## config.mk

```make
export PLATFORM = sky130hd
export DESIGN_NAME = clock_disp_scan_flat
export DESIGN_NICKNAME = d
export VERILOG_FILES = /design/src/rtl/clock_disp_scan_pkg.sv /design/src/rtl/clock_disp_scan_if.sv /design/src/rtl/clock_disp_scan_bin2bcd.sv /design/src/rtl/clock_disp_scan.sv /design/src/flat_wrapper.sv
export SDC_FILE = /design/constraint.sdc
export NUM_CORES = 1
export LEC_CHECK = 0
export CELL_PAD_IN_SITES_DETAIL_PLACEMENT = 0
export CELL_PAD_IN_SITES_GLOBAL_PLACEMENT = 2
export CORE_AREA = 2 2 133 96
export CTS_BUF_LIST = sky130_fd_sc_hd__clkbuf_4
export CTS_CLUSTER_DIAMETER = 120
export DETAILED_ROUTE_END_ITERATION = 6
export DIE_AREA = 0 0 135 98
export HOLD_SLACK_MARGIN = 0.1
export MAX_ROUTING_LAYER = met4
export PLACE_DENSITY_LB_ADDON = 0.2
export SLEW_MARGIN = 40
export SYNTH_ARGS = -nofsm -noshare
export SYNTH_HDL_FRONTEND = slang
export SYNTH_SLANG_ARGS = --single-unit
```

## constraint.sdc

```tcl
create_clock -name clk -period 6.8 [get_ports clk]
set_clock_uncertainty 0.2 [all_clocks]
set_input_delay 2.04 -clock clk [delete_from_list [all_inputs] [get_ports clk]]
set_output_delay 2.04 -clock clk [all_outputs]
set_load 0.005 [all_outputs]
```

## src/rtl/clock_disp_scan_pkg.sv

```systemverilog
// Shared constants for the time-display scanner.
// Holds the seven-segment codes ({g,f,e,d,c,b,a}, 1 = lit),
// the digit-position constants (digit 0 is rightmost),
// and the BCD-to-segment decoder used by the output stage.
package clock_disp_pkg;

  localparam logic [6:0] SEG_0    = 7'h3F;
  localparam logic [6:0] SEG_1    = 7'h06;
  localparam logic [6:0] SEG_2    = 7'h5B;
  localparam logic [6:0] SEG_3    = 7'h4F;
  localparam logic [6:0] SEG_4    = 7'h66;
  localparam logic [6:0] SEG_5    = 7'h6D;
  localparam logic [6:0] SEG_6    = 7'h7D;
  localparam logic [6:0] SEG_7    = 7'h07;
  localparam logic [6:0] SEG_8    = 7'h7F;
  localparam logic [6:0] SEG_9    = 7'h6F;
  localparam logic [6:0] SEG_DASH = 7'h40;
  localparam logic [6:0] SEG_OFF  = 7'h00;

  localparam logic [2:0] DIG_SEC_U = 3'd0;
  localparam logic [2:0] DIG_SEC_T = 3'd1;
  localparam logic [2:0] DIG_MIN_U = 3'd2;
  localparam logic [2:0] DIG_MIN_T = 3'd3;
  localparam logic [2:0] DIG_HR_U  = 3'd4;
  localparam logic [2:0] DIG_HR_T  = 3'd5;

  // Codes above 9 never reach here from a valid field; show a dash
  // so any stray value is visibly wrong rather than blank.
  function automatic logic [6:0] bcd_to_seg(input logic [3:0] d);
    case (d)
      4'd0:    return SEG_0;
      4'd1:    return SEG_1;
      4'd2:    return SEG_2;
      4'd3:    return SEG_3;
      4'd4:    return SEG_4;
      4'd5:    return SEG_5;
      4'd6:    return SEG_6;
      4'd7:    return SEG_7;
      4'd8:    return SEG_8;
      4'd9:    return SEG_9;
      default: return SEG_DASH;
    endcase
  endfunction

endpackage

```

## src/rtl/clock_disp_scan_if.sv

```systemverilog
// Bus between the clock counter / board pins and the display scanner.
//   sec_in, min_in, hr_in : binary time fields (legal 0..59, 0..59, 0..23)
//   blank                 : 1 = all digit enables off, scanning continues
//   seg                   : segments {g,f,e,d,c,b,a} at the pins
//   dp                    : decimal point, used as blinking colon
//   an                    : one-hot digit enable at the pins
//   digit_idx             : digit currently scanned, 0..5
// master = time source / board side, slave = scanner.
interface clock_disp_scan_if;
  logic [5:0] sec_in;
  logic [5:0] min_in;
  logic [4:0] hr_in;
  logic       blank;
  logic [6:0] seg;
  logic       dp;
  logic [5:0] an;
  logic [2:0] digit_idx;

  modport master (
    output sec_in, min_in, hr_in, blank,
    input  seg, dp, an, digit_idx
  );

  modport slave (
    input  sec_in, min_in, hr_in, blank,
    output seg, dp, an, digit_idx
  );
endinterface

```

## src/rtl/clock_disp_scan_bin2bcd.sv

```systemverilog
// Two-digit binary-to-BCD converter for one time field.
//   value    : 6-bit binary field
//   tens     : value / 10
//   units    : value % 10
//   in_range : 1 when value <= LIMIT (59 for sec/min, 23 for hours)
// Division is by a constant, so it reduces to a small lookup.
module bin2bcd_2dig #(
  parameter int LIMIT = 59
) (
  input  logic [5:0] value,
  output logic [3:0] tens,
  output logic [3:0] units,
  output logic       in_range
);

  always_comb begin
    tens     = 4'(value / 6'd10);
    units    = 4'(value % 6'd10);
    in_range = (value <= 6'(LIMIT));
  end

endmodule

```

## src/rtl/clock_disp_scan.sv

```systemverilog
// Six-digit multiplexed seven-segment time display scanner.
// Snapshots sec/min/hr once per frame, converts each field to BCD and
// lights one digit at a time for SCAN_DIV clocks.
//   clk, rst   : system clock, synchronous active-high reset
//   bus.slave  : time inputs and blank in; seg, dp, an, digit_idx out
// Parameters:
//   SCAN_DIV   : clocks each digit stays lit (>= 2)
//   ACTIVE_LOW : 1 inverts seg, dp and an at the pins
module clock_disp_scan
  import clock_disp_pkg::*;
#(
  parameter int SCAN_DIV   = 1000,
  parameter bit ACTIVE_LOW = 1'b0
) (
  input  logic               clk,
  input  logic               rst,
  clock_disp_scan_if.slave   bus
);

  localparam int PW = (SCAN_DIV > 2) ? $clog2(SCAN_DIV) : 1;
  localparam logic [PW-1:0] PCNT_LAST = PW'(SCAN_DIV - 1);

  logic [PW-1:0] pcnt, pcnt_nxt;
  logic [2:0]    digit_idx, idx_nxt;
  logic [5:0]    snap_sec, snap_sec_nxt;
  logic [5:0]    snap_min, snap_min_nxt;
  logic [4:0]    snap_hr, snap_hr_nxt;
  logic          first_cycle;
  logic          advance, load;

  logic [3:0]    sec_t, sec_u, min_t, min_u, hr_t, hr_u;
  logic          sec_ok, min_ok, hr_ok;

  logic [6:0]    seg_nxt, seg_r;
  logic          dp_nxt, dp_r;
  logic [5:0]    an_nxt, an_r;

  // Next-state of prescaler, digit counter and snapshot. The snapshot
  // loads on the first cycle out of reset and on every 5->0 wrap, so a
  // whole frame always shows one coherent time.
  always_comb begin
    advance  = (pcnt == PCNT_LAST);
    pcnt_nxt = advance ? '0 : pcnt + 1'b1;
    if (!advance)
      idx_nxt = digit_idx;
    else if (digit_idx == DIG_HR_T)
      idx_nxt = DIG_SEC_U;
    else
      idx_nxt = digit_idx + 3'd1;
    load         = first_cycle | (advance & (digit_idx == DIG_HR_T));
    snap_sec_nxt = load ? bus.sec_in : snap_sec;
    snap_min_nxt = load ? bus.min_in : snap_min;
    snap_hr_nxt  = load ? bus.hr_in  : snap_hr;
  end

  // Converters look at the next-state snapshot so that the digit shown
  // right after a wrap already reflects the freshly captured time.
  bin2bcd_2dig #(.LIMIT(59)) u_sec (
    .value(snap_sec_nxt), .tens(sec_t), .units(sec_u), .in_range(sec_ok)
  );
  bin2bcd_2dig #(.LIMIT(59)) u_min (
    .value(snap_min_nxt), .tens(min_t), .units(min_u), .in_range(min_ok)
  );
  bin2bcd_2dig #(.LIMIT(23)) u_hr (
    .value({1'b0, snap_hr_nxt}), .tens(hr_t), .units(hr_u), .in_range(hr_ok)
  );

  // Decode of the digit about to be lit. An out-of-range field dashes
  // both of its digits. The colon shows on min-units and hr-units
  // during even seconds.
  always_comb begin
    seg_nxt = SEG_OFF;
    case (idx_nxt)
      DIG_SEC_U: seg_nxt = sec_ok ? bcd_to_seg(sec_u) : SEG_DASH;
      DIG_SEC_T: seg_nxt = sec_ok ? bcd_to_seg(sec_t) : SEG_DASH;
      DIG_MIN_U: seg_nxt = min_ok ? bcd_to_seg(min_u) : SEG_DASH;
      DIG_MIN_T: seg_nxt = min_ok ? bcd_to_seg(min_t) : SEG_DASH;
      DIG_HR_U:  seg_nxt = hr_ok  ? bcd_to_seg(hr_u)  : SEG_DASH;
      DIG_HR_T:  seg_nxt = hr_ok  ? bcd_to_seg(hr_t)  : SEG_DASH;
      default:   seg_nxt = SEG_OFF;
    endcase
    dp_nxt = ((idx_nxt == DIG_MIN_U) || (idx_nxt == DIG_HR_U)) && !snap_sec_nxt[0];
    an_nxt = bus.blank ? 6'b000000 : (6'b000001 << idx_nxt);
  end

  // State and output registers. Reset leaves everything dark and arms
  // the first-cycle snapshot load.
  always_ff @(posedge clk) begin
    if (rst) begin
      pcnt        <= '0;
      digit_idx   <= DIG_SEC_U;
      snap_sec    <= '0;
      snap_min    <= '0;
      snap_hr     <= '0;
      first_cycle <= 1'b1;
      seg_r       <= SEG_OFF;
      dp_r        <= 1'b0;
      an_r        <= '0;
    end else begin
      pcnt        <= pcnt_nxt;
      digit_idx   <= idx_nxt;
      snap_sec    <= snap_sec_nxt;
      snap_min    <= snap_min_nxt;
      snap_hr     <= snap_hr_nxt;
      first_cycle <= 1'b0;
      seg_r       <= seg_nxt;
      dp_r        <= dp_nxt;
      an_r        <= an_nxt;
    end
  end

  // Pin polarity is applied last so reset values invert as well.
  assign bus.seg       = ACTIVE_LOW ? ~seg_r : seg_r;
  assign bus.dp        = ACTIVE_LOW ? ~dp_r  : dp_r;
  assign bus.an        = ACTIVE_LOW ? ~an_r  : an_r;
  assign bus.digit_idx = digit_idx;

endmodule

```

## src/flat_wrapper.sv

```systemverilog
// flat-port wrapper written by rule: the top's interface ports become plain ports
module clock_disp_scan_flat import clock_disp_pkg::*;
#(
  parameter int SCAN_DIV   = 1000,
  parameter bit ACTIVE_LOW = 1'b0
)
  (clk, rst, bus_sec_in, bus_min_in, bus_hr_in, bus_blank, bus_seg, bus_dp, bus_an, bus_digit_idx);
  clock_disp_scan_if bus_i ();
  input  logic clk;
  input  logic rst;
  input wire logic [$bits(bus_i.sec_in)-1:0] bus_sec_in;
  input wire logic [$bits(bus_i.min_in)-1:0] bus_min_in;
  input wire logic [$bits(bus_i.hr_in)-1:0] bus_hr_in;
  input wire logic [$bits(bus_i.blank)-1:0] bus_blank;
  output wire logic [$bits(bus_i.seg)-1:0] bus_seg;
  output wire logic [$bits(bus_i.dp)-1:0] bus_dp;
  output wire logic [$bits(bus_i.an)-1:0] bus_an;
  output wire logic [$bits(bus_i.digit_idx)-1:0] bus_digit_idx;
  assign bus_i.sec_in = bus_sec_in;
  assign bus_i.min_in = bus_min_in;
  assign bus_i.hr_in = bus_hr_in;
  assign bus_i.blank = bus_blank;
  assign bus_seg = bus_i.seg;
  assign bus_dp = bus_i.dp;
  assign bus_an = bus_i.an;
  assign bus_digit_idx = bus_i.digit_idx;
  clock_disp_scan #(.SCAN_DIV(SCAN_DIV), .ACTIVE_LOW(ACTIVE_LOW)) u_core (.clk(clk), .rst(rst), .bus(bus_i));
endmodule
```

==> summary by stage, run 1 <==
Place
The number of buffers added on ports is 36. The last weighted congestion value of the routability-driven placer is about 0.84. Detailed placement finished with a half-perimeter wire length of a little over 9000 um.

After detailed placement, the total cell area comes to 0.00468 mm2.

Clocking
The number of buffers inserted by hold repair at cts is 0. Buffers added to address setup during post-CTS repair amount to 0. The buffer depth of the longest clock path is 2. The tree is rooted in a sky130_fd_sc_hd__clkbuf_4. Clock tree synthesis found a total of 45 sinks. After clock tree synthesis, the clock-pin slew on the worst setup and hold paths is 160 ps.

Gates resized during post-CTS repair numbered 0. The clock latency at the later pin of the worst-skew pair is slightly below 400 ps. The clock tree from TritonCTS is yes.

The TritonCTS buffer count is 5. The maximum level of the CTS H-tree is 2.

Critical path
Counting both buffers and inverters, the worst setup path holds a total of 4. The type of the setup path with the least slack is primary input to flop. The largest individual stage delay along the critical path comes from the cell sky130_fd_sc_hd__clkdlybuf4s50_1. Walking the worst path, the cells encountered are clkdlybuf4s50_1 -> mux2i_1 -> inv_1 -> ha_1 -> inv_1 -> o21ai_0 -> nor2_1 -> o32ai_1 -> a31oi_2 -> a21o_1 -> and2_1 -> xnor2_1 -> ha_1 -> inv_1 -> a221o_1 -> and2_0 -> o21ai_1 -> a31oi_1. The largest stage delay on the critical path is ~520 ps. The type of origin of the critical path is a primary input. The nature of the critical path endpoint is a flop. For the worst setup path, the data arrival time is 6170 ps. The data required time of the worst path is 6900 ps.

The family with the most delay on the worst path is compound AO/OA/AOI/OAI gates. The most numerous cell type found on the critical path is sky130_fd_sc_hd__inv_1. The maximum fanout encountered on the critical timing path is 7.

GRT
The number of antenna violations at the first check in global routing came to 0. The maximum number of pins on one net before global-route repair is 32. Global routing used 19.2% of the available tracks. The first global-routing pass estimated 19800 um of wire. For this run the aggregate overflow at the end of global routing stands at 0. The via count of the first global-routing pass is 3722.

Power and ir drop
Summed over all cells, the static leakage comes to 0.00192 uW. The highest ir drop seen on vdd is 66.9 uV. The power density over the cells is around 170 mW/mm2.

Route
Before antenna repair, the detailed router went through 4 iterations. After the first detailed-routing iteration, the DRC count stood at 266. The routed design uses around 470 um of met3 wire. The routed layout has roughly 4000 vias. After detailed routing, the met2 layer carries 5010 um of wire. The remaining antenna violation count is 0. In the final routing, the length of wire on met1 measures ~6300 um. The detailed-route vias per instance is 5.43. After detailed routing, the number of remaining DRC violations is 0. In the final routed layout, each cell accounts on average for 16.6 um.

After detailed routing, the total wire length is 12000 um. The top layer reached by signal wires is met4.

Floorplan
The die covers 0.0132 mm2. The die height is 98 um. The number of placed I/O pins is 37.

Measured along the x axis, the die boundary spans approximately 140 um. Once the floorplan was initialized, standard cells occupied 34.8% of the core. The number of rows created at floorplan is 34. The core region area is about 0.012 mm2.

Logic synthesis
The most instantiated flip-flop cell in the synthesis netlist is sky130_fd_sc_hd__dfxtp_1. Counting flops with an async set or reset pin after synthesis yields a share of 0%. After technology mapping, the gate count stands at roughly 530. The number of synthesized flops with an enable pin is 0.

The count of synthesis-stage warnings from yosys is 0. The synthesized netlist occupies a cell area of around 0.0042 mm2. The mean instance size in the synthesized netlist is slightly below 8 um2. The synthesized net count is 582. The share of synthesized area occupied by flip-flops and latches is between 20 and 25%. In this run, synthesis produced a sequential element count of 45.

The unique cell type count in the Yosys netlist is between 80 and 90.

STA
For the final routed database, the setup TNS stands at 0 ps. The number of setup violations in the final report is 0. The time the final worst path needs with I/O delays and setup is 6070 ps. Measured against its own limit, the worst slew margin works out to 44.9%. Setup repair after global routing left no endpoint under its margin. The final number of hold-violating endpoints is 0. The number of slew-limit violations in the final report is 0. At the pin with the least slew margin, the transition time is 824 ps. The maximum operating frequency is 165 MHz. Dividing the final minimum period by the clock period gives 89.2%.

Cells and area
The number of antenna diodes in the final layout is 0. The core occupancy in the finished layout is 39.4%. The net count of the finished layout is 608. The most frequent standard cell in the layout excluding fill and tap cells is sky130_fd_sc_hd__nor2_1. After routing the design area is around 0.0048 mm2.

In the layout the commonest cells are sky130_fd_sc_hd__nor2_1, sky130_fd_sc_hd__dfxtp_1, sky130_fd_sc_hd__nand2_1, sky130_fd_sc_hd__clkdlybuf4s50_1. The share of layout cells above drive strength 1 is 9.32%. From synthesis to final layout, the design area changed by 13.4%.

Outcome
The flow ran to the end, and the final reports show no timing, DRC or antenna violations.

Flow run
The reported max-cap violation count is 0.

Min path
The path class of the tightest hold or removal check is flop to flop.
## synth_stat cells, types with 3 or more instances
| cell type | n | area [um2] |
|---|---|---|
| sky130_fd_sc_hd__ha_1 | 31 | 388 |
| sky130_fd_sc_hd__a211oi_1 | 6 | 45.0 |
| sky130_fd_sc_hd__a31o_2 | 3 | 26.3 |
| sky130_fd_sc_hd__o211ai_1 | 6 | 45.0 |
| sky130_fd_sc_hd__mux2_2 | 9 | 101 |
| sky130_fd_sc_hd__inv_1 | 32 | 120 |
| sky130_fd_sc_hd__o21ai_1 | 3 | 15.0 |
| sky130_fd_sc_hd__buf_2 | 3 | 15.0 |
| sky130_fd_sc_hd__a22oi_1 | 5 | 37.5 |
| sky130_fd_sc_hd__o22ai_1 | 4 | 25.0 |
| sky130_fd_sc_hd__xnor2_1 | 10 | 87.6 |
| sky130_fd_sc_hd__nand3_1 | 16 | 80.1 |
| sky130_fd_sc_hd__nand4_1 | 6 | 37.5 |
| sky130_fd_sc_hd__dfxtp_1 | 45 | 901 |
| sky130_fd_sc_hd__and3_1 | 3 | 18.8 |
| sky130_fd_sc_hd__o31ai_1 | 5 | 37.5 |
| sky130_fd_sc_hd__nand2_1 | 42 | 158 |
| sky130_fd_sc_hd__nor2_1 | 63 | 236 |
| sky130_fd_sc_hd__clkbuf_1 | 14 | 52.6 |
| sky130_fd_sc_hd__o21a_1 | 3 | 22.5 |
| sky130_fd_sc_hd__a21oi_1 | 32 | 160 |
| sky130_fd_sc_hd__o21bai_1 | 3 | 22.5 |
| sky130_fd_sc_hd__nor3_1 | 22 | 110 |
| sky130_fd_sc_hd__xor2_1 | 6 | 52.6 |
| sky130_fd_sc_hd__a31oi_1 | 7 | 43.8 |
| sky130_fd_sc_hd__a21o_1 | 8 | 60.1 |
| sky130_fd_sc_hd__or3_1 | 3 | 18.8 |
| sky130_fd_sc_hd__nor2b_1 | 10 | 62.6 |
| sky130_fd_sc_hd__o21ai_0 | 21 | 105 |
| sky130_fd_sc_hd__o31a_1 | 3 | 26.3 |
| sky130_fd_sc_hd__o22a_1 | 3 | 26.3 |
| sky130_fd_sc_hd__nor4_1 | 5 | 31.3 |
| sky130_fd_sc_hd__mux2i_1 | 30 | 300 |
| sky130_fd_sc_hd__nand2b_1 | 6 | 37.5 |
## path summary, 6_finish.rpt
kind	startpoint	end	slack, ps	depth (start not counted)
hold / removal	u_core.pcnt[0]$_SDFF_PP0_	u_core.pcnt[0]$_SDFF_PP0_	260	1
setup reg to reg	u_core.bus.digit_idx[1]$_SDFF_PP0_	u_core.bus.seg[6]$_SDFF_PP0_	1390	20
hold reg to reg	u_core.pcnt[0]$_SDFF_PP0_	u_core.pcnt[0]$_SDFF_PP0_	260	1
setup / recovery	bus_sec_in[3]	u_core.bus.seg[6]$_SDFF_PP0_	730	18
## layout make-up
class | count | area, um2
tap | 162 | 203
multi-input combinational | 429 | 3040
fill | 1267 | 7320
clock buffer | 6 | 45.0
timing repair buffer | 42 | 405
sequential | 45 | 901
inverter | 34 | 128
clock inverter | 2 | 38.8
## logic make-up after synthesis
group / count (synthesis) / synth area share [%]
xor+xnor: 16 / 3.34
buf+inv: 57 / 6.50
flops: 45 / 21.5
compound gates: 146 / 25.9
mux: 44 / 11.7
simple gates: 192 / 21.9
fa+ha+maj: 31 / 9.24
## routing by layer
metal / GRT usage (%) / up-vias
met1: 27.5 / 1825
met3: 2.75 / 16
met4: 5.21 / 0
met5: - / -
met2: 28.2 / 84
li1: - / 1982
## registers in the layout, indices dropped and copies added (netlist names)
signal                flops
u_core.pcnt              10
u_core.bus.seg            7
u_core.bus.an             6
u_core.snap_min           6
u_core.snap_sec           6
u_core.snap_hr            5
u_core.bus.digit_idx      3
u_core.bus.dp             1
u_core.first_cycle        1
## stage by stage
step / hold slack, ps / power (uW) / cells / setup WS (ps)
3_5_place_dp: 252 / 628 / 712 / 355
5_1_grt: 299 / 874 / 720 / 365
2_1_floorplan: 218 / 538 / 531 / 1200
3_3_place_gp: 229 / 630 / 712 / 535
4_1_cts: 273 / 820 / 720 / 775
6_report: 264 / 813 / 720 / 731
## report_power, final
group,switching (uW),internal (uW),total [uW]
Combinational,194,142,336
Clock,103,82.4,186
Sequential,11.4,280,291
Power figures use the tool's default switching activity.
==> run 2, diff against run 1 <==
--- a/config.mk
+++ b/config.mk
@@ -14,7 +14,7 @@
 export DIE_AREA = 0 0 135 98
 export HOLD_SLACK_MARGIN = 0.1
 export MAX_ROUTING_LAYER = met4
-export PLACE_DENSITY_LB_ADDON = 0.2
+export PLACE_DENSITY_LB_ADDON = 0.1
 export SLEW_MARGIN = 40
 export SYNTH_ARGS = -nofsm -noshare
 export SYNTH_HDL_FRONTEND = slang
==> run 2 against run 1 <==
Net effect:
- critical endpoint unchanged
- non-clock buffer count grew 1
- final area down 0.34%
- sequential share of layout area increased by 0.065 points
- largest power group unchanged
- routed wire length grew 0.28%
- hold slack gained 1.5 ps
- register-to-register slack got worse by 40 ps
- cell count up 0.14%
==> summary by stage, run 2 (synthesis gave the netlist of run 1 again) <==
Clocking
The number of cells upsized or downsized after cts is 0. The number of buffers inserted by hold repair at cts is 0. Clock-pin slew was measured on the worst setup and hold paths at 150 ps. The number of clock sinks is 45. The maximum level of the CTS H-tree is 2. At the later pin of the worst-skew pair, clock insertion delay measures 380 ps.

The root buffer cell is sky130_fd_sc_hd__clkbuf_4. The clock passes through at most 2 buffers. TritonCTS created 5 clock buffers. The number of buffers added for setup after CTS is 0. TritonCTS built the clock tree.

STA
At the pin with the least slew margin, the transition time is roughly 780 ps. The setup slack after layout is 737 ps. The final setup TNS is 0 ps. Setup repair after global routing left no endpoint under its margin. The worst-case headroom to the max-slew limit is 47.8%. The maximum operating frequency is 165 MHz. The number of slew-limit violations in the final report is 0. The final number of hold-violating endpoints is 0. Counting I/O delays and the setup requirement, the final critical path takes 6060 ps. Setup violations remaining at the end of the flow were counted as 0.

The part of the cycle the worst path needs is 89.2%.

Critical path
The source of the critical timing path is bus_sec_in[3]. Setup slack on the worst reg-to-reg path comes out at 1350 ps. The most critical setup path has its endpoint at u_core.bus.seg[6]$_SDFF_PP0_. The type of origin of the critical path is a primary input. The startpoint identified for the worst register-to-register timing path is u_core.bus.digit_idx[1]$_SDFF_PP0_. The worst setup path is of the primary input to flop kind. The worst setup path is captured at a flop. Of all nets on the critical path, the largest fanout is 7. Measured in cells, the most critical reg-to-reg path has a length of 20. STA puts the critical path data arrival time at 6150 ps.

The endpoint identified for the worst register-to-register timing path is u_core.bus.seg[6]$_SDFF_PP0_. STA puts the critical path data required time at between 6000 and 7000 ps.

GRT
The via count of the first global-routing pass is 3773. The maximum number of pins on one net before global-route repair is 33. The wire length of the first global-routing pass is just under 20000 um. The number of antenna violations at the first check in global routing came to 0. After global routing the overflow that remains totals 0. The overall routing resource usage is roughly a fifth.

Place
The number of buffers added on ports is 36. The post-detailed-placement half-perimeter wirelength is 9250 um. The instance count after placement with tap cells included is 713. Once placement finished, the instance area stood at 0.00469 mm2. At the end of routability-driven placement, the weighted congestion stood at about 0.87. The worst slack at placement is roughly 370 ps.

Cells and area
The library cell used most frequently in the layout, excluding fill and tap cells, is sky130_fd_sc_hd__nor2_1. The share of layout cells above drive strength 1 is under 10%. The register with the most flip-flops in the layout has 10 of them.

The net count of the finished layout is slightly above 600. The register containing the most flip-flops in the final layout is u_core.pcnt. The finished cells cover 0.00475 mm2.

The finished layout holds 721 standard cells, fillers aside. The library cells used most frequently in the layout, excluding fill and tap cells, are sky130_fd_sc_hd__nor2_1, sky130_fd_sc_hd__dfxtp_1, sky130_fd_sc_hd__nand2_1, sky130_fd_sc_hd__clkdlybuf4s50_1. The growth of design area from synthesis to finish is 13.1%.

The number of antenna diodes in the final layout is 0.

Floorplan
The starting density of the core is 34.8%. The full die area is 0.0132 mm2. The core region is 0.0121 mm2. Measured along the x axis, the die boundary spans 135 um. In this run the vertical extent of the chip is 98 um. 37 I/O pins were placed. The number of rows created at floorplan is 34.

Route
The routed design has ~12000 um of wire. The remaining antenna violation count is 0. In the final routed layout, each cell accounts on average for 16.6 um. Dividing the detail-routed via count by the number of cells gives 5.50. The detailed-routing iteration count for the pre-antenna-repair pass is 5. In this run, the number of DRC markers left after iteration 0 of detailed routing was 227.

The number of vias after detailed routing is slightly below 4000. For this run, design rule violations remaining after detail routing come to 0.

Flow run
The reported max-cap violation count is 0.

Power and ir drop
The sum of internal, switching and leakage power is roughly 770 uW. Dividing total power by cell area gives a power density of 163 mW/mm2. The highest ir drop seen on vdd is 66.4 uV. In this run the static leakage power is 0.00191 uW.

Min path
The min-delay analysis places its worst path in the category flop to flop.

Outcome
The flow ran to the end, and the final reports show no timing, DRC or antenna violations.
run 2: cell count changes in the layout (fill, tap and decap cells not counted), sizes merged:
cell      previous run  this run
buf                  6         7
clkinv               1         0
clkinvlp             0         2
bufinv               1         0
run 2: report_power, final:
part	leakage (uW)	internal, uW	total [uW]	switching (uW)
combinational	0.00151	142	337	194
sequential	0.000370	279	291	11.1
clock	0.0000279	44.5	145	100
total	0.00191	466	772	306
run 2: worst min-delay path by stage:
stage,start,end,slack [ps],cells after the start
finish,u_core.pcnt[0]$_SDFF_PP0_,u_core.pcnt[0]$_SDFF_PP0_,270,1
global route,u_core.pcnt[0]$_SDFF_PP0_,u_core.pcnt[0]$_SDFF_PP0_,290,1
CTS,u_core.pcnt[0]$_SDFF_PP0_,u_core.pcnt[0]$_SDFF_PP0_,280,1
detailed placement,u_core.pcnt[0]$_SDFF_PP0_,u_core.pcnt[0]$_SDFF_PP0_,260,1
global placement,u_core.pcnt[0]$_SDFF_PP0_,u_core.pcnt[0]$_SDFF_PP0_,230,1
floorplan,u_core.pcnt[0]$_SDFF_PP0_,u_core.pcnt[0]$_SDFF_PP0_,220,1
run 2: per-stage QoR:
stage	utilization, %	hold WS, ps
floorplan	-	218
global placement	38.7	229
detailed placement	38.8	255
CTS	39.3	275
global route	39.3	289
finish	39.3	266
run 2: cell type report:
cell class	instances	area, um2
fillers	1228	7330
multi-input cells	429	3040
flip-flops and latches	45	901
repair buffers	43	413
well taps	162	203
inverters	34	128
clock buffers	6	45.0
clock inverters	2	15.0
run 2: layer usage:
layer	share of wire, %	up-vias	GRT usage [%]	wire (um)
li1	-	1988	-	-
met2	42	91	28.7	5050
met3	3.7	20	2.91	440
met4	1.3	0	4.09	155
met1	53	1865	27.2	6340
met5	0	-	-	0
run 2: worst max-delay path, cell delays in order:
cell and delay [ps]:
sky130_fd_sc_hd__clkdlybuf4s50_1 520, sky130_fd_sc_hd__mux2i_1 420, sky130_fd_sc_hd__inv_1 210, sky130_fd_sc_hd__ha_1 430, sky130_fd_sc_hd__inv_1 90, sky130_fd_sc_hd__o21ai_0 160, sky130_fd_sc_hd__nor2_1 60, sky130_fd_sc_hd__o32ai_1 300
sky130_fd_sc_hd__a31oi_2 140, sky130_fd_sc_hd__a21o_1 200, sky130_fd_sc_hd__and2_1 210, sky130_fd_sc_hd__xnor2_1 290, sky130_fd_sc_hd__ha_1 270, sky130_fd_sc_hd__inv_1 60, sky130_fd_sc_hd__a221o_1 350, sky130_fd_sc_hd__and2_0 160
sky130_fd_sc_hd__o21ai_1 140, sky130_fd_sc_hd__a31oi_1 90
==> run 3, diff against run 2 <==
==> constraint.sdc (replaced) <==
create_clock -name clk -period 6.5 [get_ports clk]
set_clock_uncertainty 0.2 [all_clocks]
set_input_delay 1.95 -clock clk [delete_from_list [all_inputs] [get_ports clk]]
set_output_delay 1.95 -clock clk [all_outputs]
set_load 0.005 [all_outputs]
==> run 3 against run 2 <==
Net effect:
- sequential share of layout area is 0.15 points lower
- global-route usage is 0.69 points higher
- critical path depth is 1 higher
- clock-buffer cell count is 1 lower
- hold slack worse by 9.2 ps
- critical endpoint is now u_core.bus.seg[5]$_SDFF_PP0_
==> summary by stage, run 3 (synthesis gave the netlist of run 1 again) <==
Place
Timing analysis after detailed placement gives a worst setup slack of 242 ps. Routability-driven placement finished with a final weighted congestion of around 0.80. The instance count after placement with tap cells included is 719.

The post-detailed-placement half-perimeter wirelength is 9350 um. Port buffering added 36 buffers.

Clocking
The number of cells upsized or downsized after cts is 0. The number of buffers added for setup after CTS is 0. The cell sitting at the root of the clock tree is a sky130_fd_sc_hd__clkbuf_4. The clock latency at the later pin of the worst-skew pair is approximately 390 ps. TritonCTS built the clock tree. The number of buffers inserted by hold repair at cts is 0. The clock drives 45 sinks. The buffer depth of the longest clock path is 2. The maximum level of the CTS H-tree is 2. The clock transition at the registers of the reported paths is 160 ps. The number of clock buffers added by TritonCTS is 5.

STA
The number of setup violations in the final report is 0. Headroom to the max-slew limit came out at 54.2%. The time the final worst path needs with I/O delays and setup is 5850 ps.

The final number of hold-violating endpoints is 0. Final hold analysis gives a worst-case slack of ~260 ps. Static timing analysis puts the maximum clock frequency at between 150 and 200 MHz. Setup repair after global routing left no endpoint under its margin. After routing, the total negative slack on setup checks comes to 0 ps. The number of slew-limit violations in the final report came to 0.

Setup slack closes at 652 ps. For the pin with the worst max-slew slack, the measured transition is 668 ps. The part of the cycle the worst path needs is between 80 and 90%.

Route
The average detailed-routed wire length per instance is 16.8 um. The pre-antenna-repair detailed-routing pass consisted of 4 iterations. The number of vias after detailed routing is around 4000. In the routed layout, each cell is associated on average with a via count of 5.47. The detailed router finished its first iteration with 248 violations. The routed design has 12200 um of wire.

The residual DRC count is 0. The detail route stage leaves a number of antenna-violating nets equal to 0.

Critical path
The family with the most delay on the worst path is compound AO/OA/AOI/OAI gates. The worst path buffer plus inverter count is 5. Among the stages of the critical path, the cell type that occurs most often is sky130_fd_sc_hd__inv_1. Measured in cells, the most critical reg-to-reg path has a length of 17.

The nature of the critical path endpoint is a flop. The setup check on the worst reg-to-reg path leaves a slack of 1260 ps. The data arrival time at the worst-slack endpoint is between 5000 and 6000 ps. The type of the setup path with the least slack is primary input to flop.

The total number of cells along the worst setup path is 19. In this run the critical register-to-register path is launched from u_core.pcnt[0]$_SDFF_PP0_. The worst-path cell with the longest stage delay is sky130_fd_sc_hd__clkdlybuf4s50_1. The data required time of the worst path is 6620 ps. Traced cell by cell, the critical path runs through clkdlybuf4s50_1 -> mux2i_1 -> inv_1 -> ha_1 -> inv_1 -> o21ai_0 -> nor2_1 -> o32ai_1 -> a31oi_2 -> a21o_1 -> and2_1 -> xnor2_1 -> inv_1 -> ha_1 -> inv_1 -> a22o_1 -> a211oi_1 -> nor3_1 -> o22ai_1.

The largest single stage delay on the critical path is 530 ps. In this run the critical register-to-register path is captured at u_core.bus.seg[3]$_SDFF_PP0_. The type of origin of the critical path is a primary input. Along the worst path, the maximum fanout reaches 7.

Floorplan
The die height is 98 um. The number of rows created at floorplan is 34. In this run the horizontal extent of the chip is 135 um.

Pin placement for this block handled 37 I/O pins. The starting density of the core is 34.8%. The die covers 0.0132 mm2. The region available for standard cell placement spans about 0.012 mm2.

Cells and area
0 antenna diodes ended up in the layout. In the final layout, the share of cells above drive strength 1 is 10.3%. The growth of design area from synthesis to finish is 14.0%. The most frequent standard cell in the layout excluding fill and tap cells is sky130_fd_sc_hd__nor2_1. The number of flip-flops in the largest register is 10.

The net count of the finished layout is 615. The register with the most flip-flops in the final layout is u_core.pcnt. The library cells used most frequently in the layout, excluding fill and tap cells, are sky130_fd_sc_hd__nor2_1, sky130_fd_sc_hd__dfxtp_1, sky130_fd_sc_hd__nand2_1, sky130_fd_sc_hd__clkdlybuf4s50_1. The finished layout holds roughly 730 standard cells, fillers aside.

GRT
The via count of the first global-routing pass was around 3900. The overall routing resource usage is 19.9%. The number of antenna violations at the first check in global routing was 0. The maximum number of pins on one net before global-route repair is 33. After global routing the overflow that remains totals 0. The wire length of the first global-routing pass is 20500 um.

Outcome
The flow ran to the end, and the final reports show no timing, DRC or antenna violations.

Min path
The end of the worst hold path is u_core.pcnt[0]$_SDFF_PP0_. The count of cells along the worst hold path is 1. The path class of the tightest hold or removal check is flop to flop. The launch instance of the worst min-delay path is u_core.pcnt[0]$_SDFF_PP0_.

Flow run
The reported max-cap violation count is 0.

Power and ir drop
For this design the static power due to leakage is 0.00195 uW. In this run the power density over the cells is 170 mW/mm2. The highest ir drop seen on vdd is 66.8 uV.
## run 3: power breakdown
part / internal (uW) / leakage (uW) / switching [uW]
Sequential: 292 / 0.000370 / 11.8
Clock: 43.2 / 0.0000352 / 112
Combinational: 151 / 0.00154 / 203
## run 3: how the worst max path moves through the flow
stage | startpoint | end | slack (ps)
after floorplan | bus_sec_in[3] | u_core.bus.seg[3]$_SDFF_PP0_ | 990
after global placement | bus_sec_in[3] | u_core.bus.seg[6]$_SDFF_PP0_ | 370
after detailed placement | bus_sec_in[3] | u_core.bus.seg[5]$_SDFF_PP0_ | 240
after CTS | bus_sec_in[3] | u_core.bus.seg[5]$_SDFF_PP0_ | 660
after global routing | bus_sec_in[3] | u_core.bus.seg[5]$_SDFF_PP0_ | 240
final | bus_sec_in[3] | u_core.bus.seg[5]$_SDFF_PP0_ | 650
## run 3: area by class of cell
class	instances	area, um2
Fill cell	1262	7300
Multi-Input combinational cell	429	3040
Sequential cell	45	901
Timing Repair Buffer	49	458
Tap cell	162	203
Inverter	34	128
Clock buffer	5	37.5
Clock inverter	3	22.5
## run 3: routing by layer
metal	wire, um	track usage (%)	up-vias	part of all wire, %
li1	-	-	2005	-
met5	0	-	-	0
met3	403	3.17	7	3.3
met1	6370	28.0	1889	52
met4	85	4.65	0	0.70
met2	5340	29.7	78	44
## run 3: per-stage QoR
stage,power (uW),cell area (um2),utilization (%)
after CTS,823,4790,39.6
after global placement,663,4730,39.1
after detailed placement,662,4730,39.1
after global routing,880,4790,39.6
after floorplan,563,4200,-
final,813,4790,39.6
